<file path="src/rtl/seg_decode38.sv">
// seg_decode38: decodes a 3-to-8 line select and a seven-segment digit, cross-checks them, and buffers each record in a 2-entry FIFO.
// Define SEG_DECODE38_ERRCNT_EN to build the saturating err_cnt counter; otherwise err_cnt is tied to zero.
module seg_decode38 (
    input  logic       clk,
    input  logic       rst_n,
    input  logic       in_valid,
    output logic       in_ready,
    input  logic [2:0] in_code,
    input  logic       in_flag,
    input  logic [6:0] in_seg,
    output logic       out_valid,
    input  logic       out_ready,
    output logic [7:0] out_onehot,
    output logic [3:0] out_hex,
    output logic       out_err,
    output logic [7:0] err_cnt
);

    typedef enum logic [1:0] {
        EMPTY = 2'd0,
        ONE   = 2'd1,
        FULL  = 2'd2
    } occ_t;

    typedef struct packed {
        logic [7:0] onehot;
        logic [3:0] hex;
        logic       err;
    } rec_t;

    occ_t       occ;
    occ_t       occ_next;
    rec_t       slot0;
    rec_t       slot1;
    rec_t       dec;
    logic       push;
    logic       pop;
    logic       seg_known;
    logic [3:0] seg_hex;

    assign push      = in_valid && in_ready;
    assign pop       = out_valid && out_ready;
    assign out_valid = (occ != EMPTY);

    assign out_onehot = slot0.onehot;
    assign out_hex    = slot0.hex;
    assign out_err    = slot0.err;

    always_comb begin
        seg_known = 1'b1;
        seg_hex   = 4'h0;
        case (in_seg)
            7'h3F: seg_hex = 4'h0;
            7'h06: seg_hex = 4'h1;
            7'h5B: seg_hex = 4'h2;
            7'h4F: seg_hex = 4'h3;
            7'h66: seg_hex = 4'h4;
            7'h6D: seg_hex = 4'h5;
            7'h7D: seg_hex = 4'h6;
            7'h07: seg_hex = 4'h7;
            7'h7F: seg_hex = 4'h8;
            7'h6F: seg_hex = 4'h9;
            7'h77: seg_hex = 4'hA;
            7'h7C: seg_hex = 4'hB;
            7'h39: seg_hex = 4'hC;
            7'h5E: seg_hex = 4'hD;
            7'h79: seg_hex = 4'hE;
            7'h71: seg_hex = 4'hF;
            default: begin
                seg_known = 1'b0;
                seg_hex   = 4'h0;
            end
        endcase
    end

    always_comb begin
        dec        = '0;
        dec.onehot = in_flag ? (8'h01 << in_code) : 8'h00;
        dec.hex    = seg_hex;
        dec.err    = !seg_known
                  || (in_flag  && (seg_hex != {1'b0, in_code}))
                  || (!in_flag && (in_seg != 7'h3F));
    end

    always_comb begin
        occ_next = occ;
        case (occ)
            EMPTY: if (push) occ_next = ONE;
            ONE: begin
                if (push && !pop)      occ_next = FULL;
                else if (!push && pop) occ_next = EMPTY;
            end
            FULL:    if (pop) occ_next = ONE;
            default: occ_next = EMPTY;
        endcase
    end

    always_ff @(posedge clk or negedge rst_n) begin
        if (!rst_n) begin
            occ <= EMPTY;
        end else begin
            occ <= occ_next;
        end
    end

    // slot0 is always the head; a pop from FULL shifts slot1 forward.
    always_ff @(posedge clk or negedge rst_n) begin
        if (!rst_n) begin
            slot0    <= '0;
            slot1    <= '0;
            in_ready <= 1'b0;
        end else begin
            case (occ)
                EMPTY: if (push) slot0 <= dec;
                ONE: begin
                    if (push && pop) slot0 <= dec;
                    else if (push)   slot1 <= dec;
                end
                FULL:    if (pop) slot0 <= slot1;
                default: ;
            endcase
            in_ready <= (occ_next != FULL);
        end
    end

`ifdef SEG_DECODE38_ERRCNT_EN
    logic [7:0] cnt;

    always_ff @(posedge clk or negedge rst_n) begin
        if (!rst_n) begin
            cnt <= '0;
        end else if (push && dec.err && (cnt != 8'hFF)) begin
            cnt <= cnt + 8'd1;
        end
    end

    assign err_cnt = cnt;
`else
    assign err_cnt = '0;
`endif

endmodule

</file>
<file path="config.mk">
export PLATFORM = sky130hd
export DESIGN_NAME = seg_decode38
export DESIGN_NICKNAME = d
export VERILOG_FILES = /design/src/rtl/seg_decode38.sv
export SDC_FILE = /design/constraint.sdc
export NUM_CORES = 1
export LEC_CHECK = 0
export ABC_CLOCK_PERIOD_IN_PS = 3200
export CORE_MARGIN = 2
export CORE_UTILIZATION = 45
export DETAILED_ROUTE_END_ITERATION = 7
export GPL_TIMING_DRIVEN = 0
export PLACE_DENSITY = 0.7
export SLEW_MARGIN = 40
export SYNTH_ARGS = -nofsm -noshare
export SYNTH_HDL_FRONTEND = slang
export SYNTH_SLANG_ARGS = --single-unit
</file>
<file path="constraint.sdc">
create_clock -name clk -period 3.2 [get_ports clk]
set_input_delay 0.64 -clock clk [delete_from_list [all_inputs] [get_ports clk]]
set_output_delay 0.64 -clock clk [all_outputs]
set_load 0.01 [all_outputs]
</file>
Word level (Yosys, flattened, before mapping) --
Index checks and enable logic that the tools add are counted.
Storage, ports and cells: output and inout bits 23, bits of input ports 15, logic and storage cells 65, bits in registers 29
Cells by class: shift-type cells 1, multiplexer cells 12, reduce and logical (&&, ||, !) cells 19, equality and inequality tests 24, bitwise operators 1
Operators with widths (number):
- 7-bit equality test (second input constant) | 12
- 4-bit case mux with 15 select lines | 1
- 13-bit 2-to-1 mux | 3
- 13-bit case mux with 3 select lines | 1
- 16-bit OR reduction | 1
- 7-bit by 3-bit equality test with 1-bit output (second input constant) | 2
- 7-bit by 6-bit equality test with 1-bit output (second input constant) | 2
- 2-bit 2-to-1 mux | 4
- 8-bit 2-to-1 mux | 1
- 2-bit inequality test (second input constant) | 4
- 1-bit by 3-bit left shift with 8-bit output (first input constant) | 1
- 1-bit logical AND | 7
- 7-bit by 6-bit inequality test with 1-bit output (second input constant) | 1
- 2-bit case mux with 3 select lines | 1
- 1-bit logical NOT | 4
- 4-bit by 3-bit inequality test with 1-bit output | 1
- 4-bit AND reduction | 1
- 3-bit AND reduction | 1
- 3-bit nonzero test | 1
- 2-bit by 1-bit equality test with 1-bit output (second input constant) | 1
- 2-bit equality test (second input constant) | 1
- 2-bit logical NOT | 1
- 1-bit logical OR | 2
- 2-bit nonzero test | 1
- 2 further kinds | 2

Logic depth before layout (Yosys ltp) --
depth in word-level cells 8, depth in mapped cells 7

Worst setup path after synthesis --
Ideal clock, no wire load.
path type input port to flip-flop, start point in in_seg[5], end point reg slot1[0] in the netlist's numbering, arrival time 2103 ps, setup time 140 ps, cell stages on the path 7, setup slack 957 ps, cell sequence buf_6 nand2b_4 or4_4 a21bo_1 a211o_1 o311ai_2 a31oi_1
Between the ends: cells in the longest elaborated chain, start to end 6
RTL lines:
- start, declared | line 10 | input logic [6:0] in_seg,
- 7-bit equality test, or another cell as far along | line 52 | case (in_seg)
- 4-bit case mux with 15 select lines or 16-bit OR reduction (tied branches)
- 4-bit by 3-bit inequality test with 1-bit output or 1-bit 2-to-1 mux (tied branches) | line 81, 52
- 1-bit logical AND or 1-bit logical NOT (tied branches) | line 81, 80
- 1-bit logical OR | line 81 | || (in_flag && (seg_hex != {1'b0, in_code}))
- 1-bit logical OR * | line 82 | || (!in_flag && (in_seg != 7'h3F));
- end signal, assigned | line 110 | slot1 <= '0;
- end signal, assigned | line 117 | else if (push) slot1 <= dec;
- end, declared | line 34 | rec_t slot1;
Every way passes the cells marked *; elsewhere a longest branch is shown, timed or not. A chain may end at the register's enable or synchronous reset.

Worst setup path after layout --
start point in in_seg[3], end point reg slot1[0] in the netlist's numbering
The elaborated chain is that of the path after synthesis.

==> summary.md <==
| Metric | Value |
|---|---|
| YS warnings | 0 |
| Post-synthesis mux area share | 2.25% |
| Register area share after synthesis | 40.7% |
| Synth Area per Inst | 8.25 µm² |
| Commonest non-fill, non-tap cell in the layout | nand2_1 |
| Core ar. | 0.00374 mm² |
| Routed vias | 1617 |
| Avg Vias per Cell | 5.28 |
| Async SR Flop Fraction | 100% |
| Global-route wire length before repair | 6760 µm |
| Starting DRT DRC Count | 64 |
| Yosys reg bits | 29 |
| Post-route design area | 0.00222 mm² |
| RSZ-0062 raised after global routing | false |
| Most frequent cells in the layout | 43 x nand2_1, 29 x dfrtp_1, 26 x clkdlybuf4s50_1 |
| Nets | 272 |
| Largest family of logic cells by synthesized area | simple AND/OR/NAND/NOR gates |
| Maximum clock frequency | 0.385 GHz |
| Dpl cell area | 0.00213 mm² |
| DRT Pass-1 Iters | 4 |
| Fin. Hold Viols | 0 |
| CP required | 3.34 ns |
| Crit path time final | 2.60 ns |
| Slowest-stage cell, CP | a311oi_1 |
| Adder-cell share of the synthesized area | 0% |
| CTS Hold Bufs | 0 |
| Number of global-route vias before repair | 1504 |
| CP delay by family, top | compound AO/OA/AOI/OAI gates |
| Post-DRT Antenna Nets | 0 |
| Total I/O pin count | 38 |
| Fin util | 59.2% |
| Final WL | 3890 µm |
| Synth Area in Simple Gates | 27.1% |
| Cell taking the most area after synthesis | dfrtp_1 |
| Final cycle utilization of the critical path | 81.2% |
| Worst skew pair latency | 0.27 ns |
| Yosys cell types | 45 |
| TritonCTS clock tree | built |
| CP Buf/Inv Count | 2 |
| Post-CTS Repair Setup Buffers | 0 |
| Crit path launch type | input port |
| Status | completed |
| Initial Util | 47.6% |
| Routability Congestion | 0.865 |
| CTS Buffer Depth | 2 |
| XOR/XNOR Fraction of Synth Area | 1.97% |
| Root buffer cell | clkbuf_8 |
| Share of layout cells above drive strength 1 | 9.69% |
| Setup TNS | 0 ns |
| CP peak stage delay | 0.55 ns |
| Num rows | 22 |
| Port bufs | 27 |
| P_leak | 0.948 nW |
| Grt ovf | 0 |
| Nature of the critical path endpoint | flip-flop |
| Area growth syn-to-layout | 24.4% |
| Post-route DRC | 0 |
| Die footprint | 0.00448 mm² |
| Gr usage total | 19.5% |
| Max_cap viols | 0 |
| Final-report max-slew violation count | 0 |
| Hold slack | 0.382 ns |
| Initial antenna violation count | 0 |
| Area contributors post-synth | dfrtp_1 41%, nand2_1 9.1%, o21ai_0 4.5% |
| Num Clock Sinks | 29 |
| Compound-Gate Fraction of Synth Area | 19.9% |
| Die X | 66.9 µm |
| Setup Skew | 0.00228 ns |
| Ant. Diodes | 0 |
| CTS buffer count | 5 |
| Peak supply drop | 0.000342 V |
| Fill count | 365 |
| Detailed Place HPWL | 2840 µm |
| Clock transition at path regs | 0.06 ns |
| Least-Margin Pin Slew | 0.741 ns |
| Hold Path Class | in -> async |
| DR WL/cell | 12.7 µm |
| CP Class | in -> reg |
| Crit path arrival time | 2.74 ns |
| Mapped Area | 0.00178 mm² |
| H-tree lvl count | 2 |
| Worst path cell trace | clkdlybuf4s50_1, buf_2, nand3b_1, a21oi_1, a311oi_1, xnor2_1, o311ai_2, a31oi_1 |
| Top FF cell, synth | dfrtp_1 |
| Crit Path Max Fanout | 10 |
| Synth top area share | 40.7% |
| # setup viols final | 0 |
| Post-CTS sizing | 0 |
| Die height | 66.9 µm |
| Slew HR | 50.6% |
| PD cells | 528 mW/mm² |
| Post-synth EDFFs | 0 |
| Pin count of the biggest net entering global routing | 30 |
| Mapped Cells | 216 |
[state kept, by name (all words and copies together), names as in the netlist]
name,flops
out_err,1
in_ready,1
out_onehot,8
slot1,13
out_hex,4
occ,2
[synth_stat cells, types with 2 or more instances]
cell type and instances:
nand2_1 43, dfrtp_1 29, o21ai_0 16, a21oi_1 12
nor2_1 10, nor3_1 10, clkbuf_1 9, buf_4 8
o31ai_1 7, nand2b_1 5, nand3_1 5, a211oi_1 4
a31oi_1 4, inv_1 4, mux2i_1 4, nand3b_1 4
nor2b_1 4, xnor2_1 4, buf_2 3, nand4_1 3
nor4_1 3, nor3b_1 2
[metrics by stage]
stage,worst slack (ns),instances,power [mW]
2_1_floorplan,0.957,223,0.722
3_3_place_gp,0.379,298,0.882
3_5_place_dp,0.302,298,0.891
4_1_cts,0.599,306,1.18
5_1_grt,0.442,306,1.25
6_report,0.601,306,1.17
[cells by family (layout without fill, tap and decap cells)]
logic type      Yosys count  after routing
simple gates             97             97
compound gates           55             55
flops                    29             29
buf+inv                  26             61
xor+xnor                  4              4
mux                       4              4
other cells               1              8
[worst reg2reg max path, delay by kind of cell, from the launching register on]
kind / cells / cell delay, ns
and+or+nand+nor: 2 / 0.28
AOI/OAI and AO/OA: 3 / 0.78
DFF: 1 / 0.43
buffers and inverters: 1 / 0.40
[final cells by class]
cell class                      instances  area, µm²  share of cell area (%)
Timing Repair Buffer                   27        265                    12.0
Buffer                                 22        124                    5.59
Sequential cell                        29        726                    32.7
Inverter                                4       15.0                   0.678
Multi-Input combinational cell        168        943                    42.6
Clock buffer                            6       72.6                    3.27
Tap cell                               48       60.1                    2.71
Clock inverter                          2       10.0                   0.452
[final timing paths]
kind / cells past startpoint / endpoint / from / slack [ns]
setup / recovery: 8 / slot1[0] / in_seg[3] / 0.60
hold reg to reg: 2 / out_onehot[1] / out_onehot[1] / 0.47
max in group asynchronous: 1 / slot1[8] / rst_n / 2.40
hold / removal: 1 / occ[1] / rst_n / 0.38
min in group clk: 2 / out_onehot[1] / out_onehot[1] / 0.47
setup reg to reg: 6 / out_onehot[3] / occ[1] / 1.24
[layer usage]
metal / vias to the layer above / global-route usage, % / part of all wire (%)
met1: 732 / 28.9 / 52
met4: 0 / 4.59 / 0.77
met5: - / 0 / 0
met3: 4 / 4.05 / 4.5
met2: 50 / 29.0 / 43
li1: 831 / - / -
[report_power, final]
| part | total (mW) | internal [mW] | switching, mW |
|---|---|---|---|
| Sequential | 0.496 | 0.448 | 0.0480 |
| Combinational | 0.387 | 0.179 | 0.208 |
| Clock | 0.287 | 0.150 | 0.137 |
| Total | 1.17 | 0.777 | 0.393 |
Power figures use the tool's default switching activity.
